[config.mk]
export PLATFORM = sky130hd
export DESIGN_NAME = fetch_ctrl_flat
export DESIGN_NICKNAME = d
export VERILOG_FILES = /design/src/rtl/fetch_pkg.sv /design/src/rtl/fetch_ctrl_if.sv /design/src/rtl/fetch_ctrl_redirect_arb.sv /design/src/rtl/fetch_ctrl.sv /design/src/flat_wrapper.sv
export SDC_FILE = /design/constraint.sdc
export NUM_CORES = 1
export LEC_CHECK = 0
export BUFFER_PORTS_ARGS = -buffer_cell sky130_fd_sc_hd__buf_2
export CORE_ASPECT_RATIO = 0.7
export CORE_MARGIN = 2
export CORE_UTILIZATION = 25
export DETAILED_ROUTE_END_ITERATION = 8
export HOLD_SLACK_MARGIN = 0.03
export PLACE_DENSITY = 0.52
export RECOVER_POWER = 100
export SLEW_MARGIN = 0
export SYNTH_ARGS = -nofsm -noshare
export SYNTH_HDL_FRONTEND = slang
export SYNTH_SLANG_ARGS = --single-unit
[constraint.sdc]
create_clock -name clk -period 4.2 [get_ports clk]
set_input_delay 0.63 -clock clk [delete_from_list [all_inputs] [get_ports clk]]
set_output_delay 0.63 -clock clk [all_outputs]
set_load 0.01 [all_outputs]
[src/rtl/fetch_pkg.sv]
// Shared types for the instruction-fetch sequencer: FSM states, redirect kinds
// and the redirect priority order.
package fetch_pkg;

  localparam int          DATA_W_DEFAULT   = 32;
  localparam logic [31:0] RESET_PC_DEFAULT = 32'h0000_0000;

  typedef enum logic [1:0] {
    BOOT  = 2'd0,
    FETCH = 2'd1,
    WAIT  = 2'd2,
    HOLD  = 2'd3
  } fetch_state_e;

  typedef enum logic [1:0] {
    NONE = 2'd0,
    BR   = 2'd1,
    JR   = 2'd2,
    J    = 2'd3
  } pend_kind_e;

  // EX branches are older than ID jumps, so they win.
  function automatic logic [1:0] kind_prio(input pend_kind_e kind);
    case (kind)
      BR:      kind_prio = 2'd3;
      JR:      kind_prio = 2'd2;
      J:       kind_prio = 2'd1;
      default: kind_prio = 2'd0;
    endcase
  endfunction

endpackage

[src/rtl/fetch_ctrl_if.sv]
// Bundle of the IF select lines, ID redirect/instruction signals and the
// instruction-memory handshake around the fetch controller.
interface fetch_ctrl_if #(parameter int DATA_W = 32);

  logic              stall;
  logic              br_taken;
  logic [DATA_W-1:0] br_target;
  logic              id_jump;
  logic [DATA_W-1:0] id_jump_target;
  logic              id_jr;
  logic [DATA_W-1:0] id_jr_target;
  logic [DATA_W-1:0] pcnext;
  logic [DATA_W-1:0] pc;
  logic              pcvalid;
  logic              pcsrc;
  logic              jr;
  logic              jump;
  logic [DATA_W-1:0] pcbranch;
  logic [DATA_W-1:0] pcjr;
  logic [DATA_W-1:0] pcjump;
  logic              imem_req;
  logic [DATA_W-1:0] imem_addr;
  logic              imem_gnt;
  logic              imem_rvalid;
  logic [DATA_W-1:0] imem_rdata;
  logic [DATA_W-1:0] inst;
  logic [DATA_W-1:0] inst_pc;
  logic              inst_valid;

  modport master (
    input  stall, br_taken, br_target, id_jump, id_jump_target, id_jr, id_jr_target,
           pcnext, imem_gnt, imem_rvalid, imem_rdata,
    output pc, pcvalid, pcsrc, jr, jump, pcbranch, pcjr, pcjump,
           imem_req, imem_addr, inst, inst_pc, inst_valid
  );

  modport slave (
    output stall, br_taken, br_target, id_jump, id_jump_target, id_jr, id_jr_target,
           pcnext, imem_gnt, imem_rvalid, imem_rdata,
    input  pc, pcvalid, pcsrc, jr, jump, pcbranch, pcjr, pcjump,
           imem_req, imem_addr, inst, inst_pc, inst_valid
  );

endinterface

[src/rtl/fetch_ctrl_redirect_arb.sv]
// Priority select among simultaneous redirects plus the pending-redirect register.
// The eff_* outputs fold a same-cycle redirect into the pending one.
module redirect_arb
  import fetch_pkg::*;
#(
  parameter int DATA_W = 32
) (
  input  logic              clk,
  input  logic              rst_n,
  input  logic              enable_i,
  input  logic              clear_i,
  input  logic              br_taken_i,
  input  logic [DATA_W-1:0] br_target_i,
  input  logic              jr_i,
  input  logic [DATA_W-1:0] jr_target_i,
  input  logic              jump_i,
  input  logic [DATA_W-1:0] jump_target_i,
  output logic              redirect_o,
  output logic              eff_valid_o,
  output pend_kind_e        eff_kind_o,
  output logic [DATA_W-1:0] eff_target_o
);

  pend_kind_e        new_kind;
  logic [DATA_W-1:0] new_target;
  logic              accept;

  logic              pend_valid_q, pend_valid_d;
  pend_kind_e        pend_kind_q, pend_kind_d;
  logic [DATA_W-1:0] pend_target_q, pend_target_d;

  // A lower-priority redirect still counts as a redirect (it kills a fetch),
  // but never displaces an older pending one.
  always_comb begin
    new_kind      = NONE;
    new_target    = '0;
    if (br_taken_i) begin
      new_kind   = BR;
      new_target = br_target_i;
    end else if (jr_i) begin
      new_kind   = JR;
      new_target = jr_target_i;
    end else if (jump_i) begin
      new_kind   = J;
      new_target = jump_target_i;
    end

    redirect_o = enable_i && (new_kind != NONE);
    accept     = redirect_o &&
                 (!pend_valid_q || (kind_prio(new_kind) >= kind_prio(pend_kind_q)));

    eff_valid_o  = pend_valid_q || accept;
    eff_kind_o   = accept ? new_kind : pend_kind_q;
    eff_target_o = accept ? new_target : pend_target_q;

    pend_valid_d  = pend_valid_q;
    pend_kind_d   = pend_kind_q;
    pend_target_d = pend_target_q;
    if (clear_i) begin
      pend_valid_d = 1'b0;
      pend_kind_d  = NONE;
    end else if (accept) begin
      pend_valid_d  = 1'b1;
      pend_kind_d   = new_kind;
      pend_target_d = new_target;
    end
  end

  always_ff @(posedge clk or negedge rst_n) begin
    if (!rst_n) begin
      pend_valid_q  <= 1'b0;
      pend_kind_q   <= NONE;
      pend_target_q <= '0;
    end else begin
      pend_valid_q  <= pend_valid_d;
      pend_kind_q   <= pend_kind_d;
      pend_target_q <= pend_target_d;
    end
  end

endmodule

[src/rtl/fetch_ctrl.sv]
// Instruction-fetch sequencer: owns the PC register, runs a single-outstanding
// imem handshake and turns captured redirects into IF select lines.
module fetch_ctrl
  import fetch_pkg::*;
#(
  parameter int                DATA_W   = DATA_W_DEFAULT,
  parameter logic [DATA_W-1:0] RESET_PC = RESET_PC_DEFAULT
) (
  input logic          clk,
  input logic          rst_n,
  fetch_ctrl_if.master bus
);

  fetch_state_e      state_q, state_d;
  logic [DATA_W-1:0] pc_q;
  logic [DATA_W-1:0] inst_q, inst_d;
  logic [DATA_W-1:0] inst_pc_q, inst_pc_d;
  logic              inst_valid_q, inst_valid_d;
  logic              kill_q, kill_d;
  logic              update;
  logic              imem_req;
  logic              redirect;
  logic              eff_valid;
  pend_kind_e        eff_kind;
  logic [DATA_W-1:0] eff_target;

  redirect_arb #(.DATA_W(DATA_W)) u_arb (
    .clk           (clk),
    .rst_n         (rst_n),
    .enable_i      (state_q != BOOT),
    .clear_i       (update),
    .br_taken_i    (bus.br_taken),
    .br_target_i   (bus.br_target),
    .jr_i          (bus.id_jr),
    .jr_target_i   (bus.id_jr_target),
    .jump_i        (bus.id_jump),
    .jump_target_i (bus.id_jump_target),
    .redirect_o    (redirect),
    .eff_valid_o   (eff_valid),
    .eff_kind_o    (eff_kind),
    .eff_target_o  (eff_target)
  );

  // A redirect seen before the response lands marks that response as stale.
  always_comb begin
    state_d      = state_q;
    kill_d       = kill_q;
    inst_d       = inst_q;
    inst_pc_d    = inst_pc_q;
    inst_valid_d = inst_valid_q;
    update       = 1'b0;
    imem_req     = 1'b0;
    case (state_q)
      BOOT: state_d = FETCH;
      FETCH: begin
        imem_req = 1'b1;
        if (redirect) kill_d = 1'b1;
        if (bus.imem_gnt) state_d = WAIT;
      end
      WAIT: begin
        if (bus.imem_rvalid) begin
          if (kill_q || redirect) begin
            update  = 1'b1;
            state_d = FETCH;
          end else begin
            inst_d       = bus.imem_rdata;
            inst_pc_d    = pc_q;
            inst_valid_d = 1'b1;
            state_d      = HOLD;
          end
        end else if (redirect) begin
          kill_d = 1'b1;
        end
      end
      HOLD: begin
        if (redirect) inst_valid_d = 1'b0;
        if (!bus.stall) begin
          update       = 1'b1;
          inst_valid_d = 1'b0;
          state_d      = FETCH;
        end
      end
      default: state_d = BOOT;
    endcase
    if (update) kill_d = 1'b0;
  end

  always_ff @(posedge clk or negedge rst_n) begin
    if (!rst_n) begin
      state_q      <= BOOT;
      pc_q         <= RESET_PC;
      inst_q       <= '0;
      inst_pc_q    <= '0;
      inst_valid_q <= 1'b0;
      kill_q       <= 1'b0;
    end else begin
      state_q      <= state_d;
      pc_q         <= bus.pcnext;
      inst_q       <= inst_d;
      inst_pc_q    <= inst_pc_d;
      inst_valid_q <= inst_valid_d;
      kill_q       <= kill_d;
    end
  end

  assign bus.pc         = pc_q;
  assign bus.imem_req   = imem_req;
  assign bus.imem_addr  = pc_q;
  assign bus.inst       = inst_q;
  assign bus.inst_pc    = inst_pc_q;
  assign bus.inst_valid = inst_valid_q;
  assign bus.pcvalid    = update;
  assign bus.pcsrc      = update && eff_valid && (eff_kind == BR);
  assign bus.jr         = update && eff_valid && (eff_kind == JR);
  assign bus.jump       = update && eff_valid && (eff_kind == J);
  assign bus.pcbranch   = eff_target;
  assign bus.pcjr       = eff_target;
  assign bus.pcjump     = eff_target;

endmodule

[src/flat_wrapper.sv]
// flat-port wrapper written by rule: the top's interface ports become plain ports
module fetch_ctrl_flat import fetch_pkg::*;
#(
  parameter int                DATA_W   = DATA_W_DEFAULT,
  parameter logic [DATA_W-1:0] RESET_PC = RESET_PC_DEFAULT
)
  (clk, rst_n, bus_stall, bus_br_taken, bus_br_target, bus_id_jump, bus_id_jump_target, bus_id_jr, bus_id_jr_target, bus_pcnext, bus_imem_gnt, bus_imem_rvalid, bus_imem_rdata, bus_pc, bus_pcvalid, bus_pcsrc, bus_jr, bus_jump, bus_pcbranch, bus_pcjr, bus_pcjump, bus_imem_req, bus_imem_addr, bus_inst, bus_inst_pc, bus_inst_valid);
  fetch_ctrl_if #(.DATA_W(DATA_W)) bus_i ();
  input logic clk;
  input logic rst_n;
  input wire logic [$bits(bus_i.stall)-1:0] bus_stall;
  input wire logic [$bits(bus_i.br_taken)-1:0] bus_br_taken;
  input wire logic [$bits(bus_i.br_target)-1:0] bus_br_target;
  input wire logic [$bits(bus_i.id_jump)-1:0] bus_id_jump;
  input wire logic [$bits(bus_i.id_jump_target)-1:0] bus_id_jump_target;
  input wire logic [$bits(bus_i.id_jr)-1:0] bus_id_jr;
  input wire logic [$bits(bus_i.id_jr_target)-1:0] bus_id_jr_target;
  input wire logic [$bits(bus_i.pcnext)-1:0] bus_pcnext;
  input wire logic [$bits(bus_i.imem_gnt)-1:0] bus_imem_gnt;
  input wire logic [$bits(bus_i.imem_rvalid)-1:0] bus_imem_rvalid;
  input wire logic [$bits(bus_i.imem_rdata)-1:0] bus_imem_rdata;
  output wire logic [$bits(bus_i.pc)-1:0] bus_pc;
  output wire logic [$bits(bus_i.pcvalid)-1:0] bus_pcvalid;
  output wire logic [$bits(bus_i.pcsrc)-1:0] bus_pcsrc;
  output wire logic [$bits(bus_i.jr)-1:0] bus_jr;
  output wire logic [$bits(bus_i.jump)-1:0] bus_jump;
  output wire logic [$bits(bus_i.pcbranch)-1:0] bus_pcbranch;
  output wire logic [$bits(bus_i.pcjr)-1:0] bus_pcjr;
  output wire logic [$bits(bus_i.pcjump)-1:0] bus_pcjump;
  output wire logic [$bits(bus_i.imem_req)-1:0] bus_imem_req;
  output wire logic [$bits(bus_i.imem_addr)-1:0] bus_imem_addr;
  output wire logic [$bits(bus_i.inst)-1:0] bus_inst;
  output wire logic [$bits(bus_i.inst_pc)-1:0] bus_inst_pc;
  output wire logic [$bits(bus_i.inst_valid)-1:0] bus_inst_valid;
  assign bus_i.stall = bus_stall;
  assign bus_i.br_taken = bus_br_taken;
  assign bus_i.br_target = bus_br_target;
  assign bus_i.id_jump = bus_id_jump;
  assign bus_i.id_jump_target = bus_id_jump_target;
  assign bus_i.id_jr = bus_id_jr;
  assign bus_i.id_jr_target = bus_id_jr_target;
  assign bus_i.pcnext = bus_pcnext;
  assign bus_i.imem_gnt = bus_imem_gnt;
  assign bus_i.imem_rvalid = bus_imem_rvalid;
  assign bus_i.imem_rdata = bus_imem_rdata;
  assign bus_pc = bus_i.pc;
  assign bus_pcvalid = bus_i.pcvalid;
  assign bus_pcsrc = bus_i.pcsrc;
  assign bus_jr = bus_i.jr;
  assign bus_jump = bus_i.jump;
  assign bus_pcbranch = bus_i.pcbranch;
  assign bus_pcjr = bus_i.pcjr;
  assign bus_pcjump = bus_i.pcjump;
  assign bus_imem_req = bus_i.imem_req;
  assign bus_imem_addr = bus_i.imem_addr;
  assign bus_inst = bus_i.inst;
  assign bus_inst_pc = bus_i.inst_pc;
  assign bus_inst_valid = bus_i.inst_valid;
  fetch_ctrl #(.DATA_W(DATA_W), .RESET_PC(RESET_PC)) u_core (.clk(clk), .rst_n(rst_n), .bus(bus_i));
endmodule
# Word level (Yosys, flattened, before mapping)
# Index checks and enable logic that the tools add are counted.
[totals]
ff_bits = 135
input_bits = 168
output_inout_bits = 230
elab_cells = 81
[op_classes]
magnitude_cmp = 1
n_eq_ne = 18
n_mux = 32
bitwise = 1
reduce_logical = 20
[op_table]
columns = ["operator", "count"]
rows = [
  ["2-to-1 mux 32 bit", 4],
  ["2-to-1 mux 2 bit", 9],
  ["equality test 2 bit, second input constant", 8],
  ["2-to-1 mux 1 bit", 13],
  ["one-hot mux 2 bit (3 select lines)", 2],
  ["equality test 2 x 1 -> 1 bit, second input constant", 4],
  ["!= test 2 bit, second input constant", 4],
  ["one-hot mux 2 bit (4 select lines)", 1],
  ["nonzero test 2 bit", 4],
  ["logical AND 1 bit", 6],
  ["!= test 3 x 2 -> 1 bit, second input constant", 2],
  ["one-hot mux 1 bit (2 select lines)", 3],
  ["AND reduction 3 bit", 2],
  ["AND reduction 4 bit", 1],
  ["logical OR 1 bit", 3],
  ["nonzero test 3 bit", 1],
  [">= comparator 2 bit", 1],
  ["logical NOT 2 bit", 1],
  ["AND reduction 2 bit", 1],
  ["logical NOT 1 bit", 1],
  ["inverter 1 bit", 1],
]

# Logic depth before layout (Yosys ltp)
[logic_depth]
ltp_word = 11
ltp_mapped = 12
ltp_nobuf = 10

# By module
# Synthesis repeated with hierarchy kept, for this count alone.
[hier_totals]
cells_unflattened = 546
hier_area_um2 = 7044.3
[modules_own_cells]
columns = ["module", "n_inst", "cells_per_inst", "area_per_inst_um2", "seq_area_each_um2"]
rows = [
  ["fetch_ctrl", 1, 300, 4508.1, 2502.4],
  ["redirect_arb", 1, 246, 2536.2, 875.8],
]

# Worst setup path after synthesis
# Ideal clock, no wire load.
[synth_path]
kind = "input -> output"
start = "input port bus_id_jr"
end = "output port bus_pcjr[11]"
t_arrival_ns = 2.753
slack_ns = 0.817
stages = 11
path_cell_list = "buf_2 nor2b_1 buf_2 nor2_1 ha_1 ha_1 a21oi_4 nor3_4 buf_2 mux2_2 buf_4"
[synth_via]
elab_chain_len = 8
[synth_lines]
columns = ["element", "line_no", "rtl"]
rows = [
  ["start, declared", "flat_wrapper.sv:16", "input wire logic [$bits(bus_i.id_jr)-1:0] bus_id_jr;"],
  ["2-to-1 mux 2 bit", "fetch_ctrl_redirect_arb.sv:40", "end else if (jr_i) begin"],
  ["2-to-1 mux 2 bit", "fetch_ctrl_redirect_arb.sv:37", "if (br_taken_i) begin"],
  ["equality test 2 bit / equality test 2 x 1 -> 1 bit (equally long branches)", "fetch_pkg.sv:24", "case (kind)"],
  ["one-hot mux 2 bit (3 select lines)", "fetch_pkg.sv:24", ""],
  [">= comparator 2 bit", "fetch_ctrl_redirect_arb.sv:50", "(!pend_valid_q || (kind_prio(new_kind) >= kind_prio(pend_kind_q)));"],
  ["logical OR 1 bit", "fetch_ctrl_redirect_arb.sv:50", ""],
  ["logical AND 1 bit", "fetch_ctrl_redirect_arb.sv:49", "accept = redirect_o &&"],
  ["2-to-1 mux 32 bit *", "n/a", ""],
  ["end, declared", "flat_wrapper.sv:28", "output wire logic [$bits(bus_i.pcjr)-1:0] bus_pcjr;"],
]
# Mark *: on every way between the ends. The rest lies on a longest branch, timed or not.

# Final worst setup path
[layout_path]
start = "input port bus_id_jr"
end = "output port bus_jump"
[layout_via]
elab_chain_len = 10
[layout_lines]
columns = ["element", "line_no", "rtl"]
rows = [
  ["2-to-1 mux 2 bit *", "fetch_ctrl_redirect_arb.sv:40", ""],
  ["2-to-1 mux 2 bit *", "fetch_ctrl_redirect_arb.sv:37", ""],
  ["equality test 2 bit, or another cell as far along", "fetch_pkg.sv:24", ""],
  ["one-hot mux 2 bit (3 select lines) / logical AND 1 bit (equally long branches)", "fetch_pkg.sv:24, fetch_ctrl_redirect_arb.sv:48", ""],
  [">= comparator 2 bit / logical OR 1 bit (equally long branches)", "fetch_ctrl_redirect_arb.sv:50, fetch_ctrl.sv:62", ""],
  ["logical OR 1 bit / 2-to-1 mux 1 bit (equally long branches)", "fetch_ctrl_redirect_arb.sv:50, fetch_ctrl.sv:62", ""],
  ["logical AND 1 bit / 2-to-1 mux 1 bit (equally long branches)", "fetch_ctrl_redirect_arb.sv:49, fetch_ctrl.sv:61", ""],
  ["2-to-1 mux 2 bit, or another cell as far along", "n/a", ""],
  ["equality test 2 bit / logical AND 1 bit (equally long branches)", "fetch_ctrl.sv:115", "assign bus.jump = update && eff_valid && (eff_kind == J);"],
  ["logical AND 1 bit *", "fetch_ctrl.sv:115", ""],
  ["end, declared", "flat_wrapper.sv:26", "output wire logic [$bits(bus_i.jump)-1:0] bus_jump;"],
]
# Marked as above.

==> results.md <==
- Result of the run: finished with violations
- Failing checks: max-capacitance violations, max-slew violations
- Number of instances resized during post-cts repair: 0
- Hold buffer count at CTS: 0
- Final clock period utilization by the worst path: 89.5%
- Clock transition at the registers of the reported paths: 0.06 ns
- Worst clock skew: 0.0108 ns
- Max-slew violation count: 91
- Mapped cell area: 6770 sq um
- DRT iter0 DRCs: 182
- Die Y: 142 microns
- Clock Sinks: 135
- Largest net degree at the start of global routing: 79
- Number of top-level pins: 398
- Combined global-route utilization of all metal layers: 12.1%
- Root Driver: sky130_fd_sc_hd__clkbuf_16
- Highest-count cells in the layout ignoring fill and taps: sky130_fd_sc_hd__buf_2 (200), sky130_fd_sc_hd__clkbuf_1 (199), sky130_fd_sc_hd__dfrtp_1 (135), sky130_fd_sc_hd__mux2_2 (65), sky130_fd_sc_hd__mux2_1 (63)
- Core region area: 26700 sq um
- Max frequency: 0.266 GHz
- IR Drop Worst-Case VDD: 0.000293 V
- Starting density of the core: 25.4%
- Number of distinct library cells after synthesis: 32
- Setup repair after global routing missed its margin: false
- Remaining number of nets flagged by the antenna check after routing: 0
- Most common cell after layout, fill and taps aside: sky130_fd_sc_hd__buf_2
- Hold WS: 0.318 ns
- Post-synthesis net count: 722
- First-pass iteration count of the detailed router: 4
- Placement row count: 50
- Average cell area after synthesis: 12.5 sq um
- Level count of the clock H-tree: 4
- Reg-to-reg slack, setup: 0.87 ns
- Placed insts: 1189
- CP dominant cell by count: sky130_fd_sc_hd__ha_1
- Count of port buffers added during placement: 397
- Max-cap violation count: 2
- Detail-routed via count per cell: 4.08
- # DRC: 0
- Worst Setup Start Kind: primary input
- Global-route wire length before repair: 26400 microns
- DP Area: 8400 sq um
- CTS tree: built
- Detailed-route wire length: 17600 microns
- Critical path endpoint category: output port
- Post-CTS Setup Bufs: 0
- Initial antenna violation count: 0
- RePlAce Congestion: 0.832
- Synth-to-layout area growth: 26.9%
- Number of inserted filler cells in the final layout: 2898
- Remaining max-slew budget at the tightest pin: -116%
- Final setup TNS: 0 ns
- Power density over the cells: 720 nW/um^2
- HP Class: in2reg
- Routed length per instance: 14.4 microns
- Reported leakage power: 4.04 nW
- Final Non-Filler Cells: 1220
- Synthesis Warnings: 0
- Overall overflow remaining after global route: 0
- Clock tree buffer depth: 2
- HPWL after detailed placement: 13700 microns
- Total of endpoints with negative setup slack in the final report: 0
- Worst EP arrival: 3.13 ns
- Cell with the biggest individual delay on the critical path: sky130_fd_sc_hd__mux2_1
- Number of cells produced by synthesis: 543
- Diodes inserted: 0
- Final Critical Period: 3.76 ns
- Transition time of the tightest slew-check pin: 3.25 ns
- Max stage delay on crit path: 0.43 ns
- Worst path required time: 3.57 ns
- Share of layout cells above drive strength 1: 36.3%
- Vias in the first global route: 4680
- Nets@finish: 1023
- Register bit total from synthesis: 135
- Via count: 4982
- Fin area: 8590 sq um
- Number of hold violations in the final report: 0
- Clock latency at the later pin of the worst-skew pair: 0.42 ns
- Area of the die: 28400 sq um
- Critical-path maximum fanout: 13
- Number of buffers inserted during clock tree synthesis: 17
- Crit path kind: in2out
- Cells along the critical path: buf_2 -> nor2b_1 -> nor2_1 -> ha_1 -> ha_1 -> a21oi_4 -> nor3_4 -> buf_4 -> mux2_1 -> nor3_1 -> clkbuf_1
- Sequential area share after synthesis: 49.9%
- Die X: 201 microns
-- where the power goes --
group	internal (mW)	switching, mW	total, mW
Combinational	1.22	1.67	2.89
Clock	0.796	0.568	1.36
Sequential	1.73	0.203	1.93
-- stage by stage --
stage	worst slack [ns]	power, mW	util, %
detailed placement	0.501	5.31	31.5
floorplan	0.817	4.64	-
global route	0.229	6.65	32.2
CTS	0.487	6.74	33.6
global placement	0.601	5.29	31.5
finish	0.443	6.19	32.2
-- final cells by class --
| cell class | count | area, sq um | area share (%) |
|---|---|---|---|
| clock buffer | 20 | 467 | 5.43 |
| timing repair buffer | 406 | 1810 | 21.1 |
| inverter | 9 | 33.8 | 0.393 |
| multi-input combinational | 275 | 2370 | 27.6 |
| clock inverter | 11 | 75.1 | 0.874 |
| sequential | 135 | 3380 | 39.3 |
| tap | 364 | 455 | 5.30 |
-- cell usage after synthesis --
cell / count / area share [%]
sky130_fd_sc_hd__mux2_1: 11 / 1.8
sky130_fd_sc_hd__o21bai_2: 1 / 0.17
sky130_fd_sc_hd__nor2_1: 10 / 0.55
sky130_fd_sc_hd__dfrtp_1: 135 / 50
sky130_fd_sc_hd__buf_1: 1 / 0.055
sky130_fd_sc_hd__mux2_2: 99 / 16
sky130_fd_sc_hd__a22oi_1: 32 / 3.5
sky130_fd_sc_hd__ha_1: 11 / 2.0
sky130_fd_sc_hd__buf_6: 7 / 1.2
sky130_fd_sc_hd__clkbuf_1: 8 / 0.44
sky130_fd_sc_hd__nor3_4: 2 / 0.48
sky130_fd_sc_hd__buf_2: 8 / 0.59
sky130_fd_sc_hd__nor3_1: 1 / 0.074
sky130_fd_sc_hd__nand2_1: 36 / 2.0
sky130_fd_sc_hd__a21oi_1: 2 / 0.15
sky130_fd_sc_hd__mux2_4: 20 / 4.4
sky130_fd_sc_hd__inv_1: 9 / 0.50
sky130_fd_sc_hd__a31oi_1: 1 / 0.092
sky130_fd_sc_hd__buf_4: 100 / 11
sky130_fd_sc_hd__nor3_2: 1 / 0.15
sky130_fd_sc_hd__nor2b_1: 3 / 0.28
sky130_fd_sc_hd__nor2_4: 1 / 0.17
sky130_fd_sc_hd__nand2_2: 1 / 0.092
sky130_fd_sc_hd__a21oi_4: 1 / 0.24
sky130_fd_sc_hd__nand2b_4: 1 / 0.20
sky130_fd_sc_hd__o221ai_1: 2 / 0.26
sky130_fd_sc_hd__o21ai_1: 12 / 0.89
sky130_fd_sc_hd__o21ai_0: 22 / 1.6
sky130_fd_sc_hd__o21bai_1: 1 / 0.11
sky130_fd_sc_hd__o31ai_1: 1 / 0.11
sky130_fd_sc_hd__nor3b_1: 2 / 0.22
sky130_fd_sc_hd__nand2b_1: 1 / 0.092
-- logic make-up (layout without fill, tap and decap cells) --
logic type	after synthesis	in the layout	share of synthesized area [%]
DFF	135	135	49.9
buffers and inverters	133	446	13.8
muxes	130	130	22.7
AOI/OAI and AO/OA	75	75	7.19
and+or+nand+nor	59	59	4.31
adders and majority gates	11	11	2.03
-- registers in the layout, indices dropped and copies added (netlist names) --
name,flops
u_core.bus.imem_addr,32
u_core.bus.inst,32
u_core.bus.inst_pc,32
u_core.bus.inst_valid,1
u_core.kill_q,1
u_core.state_q,2
u_core.u_arb.pend_kind_q,2
u_core.u_arb.pend_target_q,32
u_core.u_arb.pend_valid_q,1
-- critical path, delay by kind of cell --
family | cells | cell delay [ns]
buffers and inverters | 3 | 0.65
muxes | 1 | 0.43
and+or+nand+nor | 4 | 0.73
AOI/OAI and AO/OA | 1 | 0.08
adders and majority gates | 2 | 0.61
-- path summary, 6_finish.rpt --
kind                                                 from                              to  cells past startpoint
setup / recovery                                bus_id_jr                        bus_jump                     11
hold / removal                              bus_pcnext[7]         u_core.bus.imem_addr[7]                      1
setup reg to reg              u_core.u_arb.pend_kind_q[0]  u_core.u_arb.pend_target_q[28]                      9
hold reg to reg            u_core.u_arb.pend_target_q[19]  u_core.u_arb.pend_target_q[19]                      1
max in group asynchronous                           rst_n           u_core.bus.inst_pc[1]                      1
min in group asynchronous                           rst_n          u_core.bus.inst_pc[18]                      1
-- routing by layer --
layer / track usage, % / wire length, microns / vias up
met4: 3.82 / 177 / 0
met5: 0 / 0 / -
li1: - / - / 2386
met1: 16.0 / 7900 / 2391
met3: 4.27 / 1300 / 11
met2: 18.5 / 8250 / 194
(Power assumes the default switching activity.)
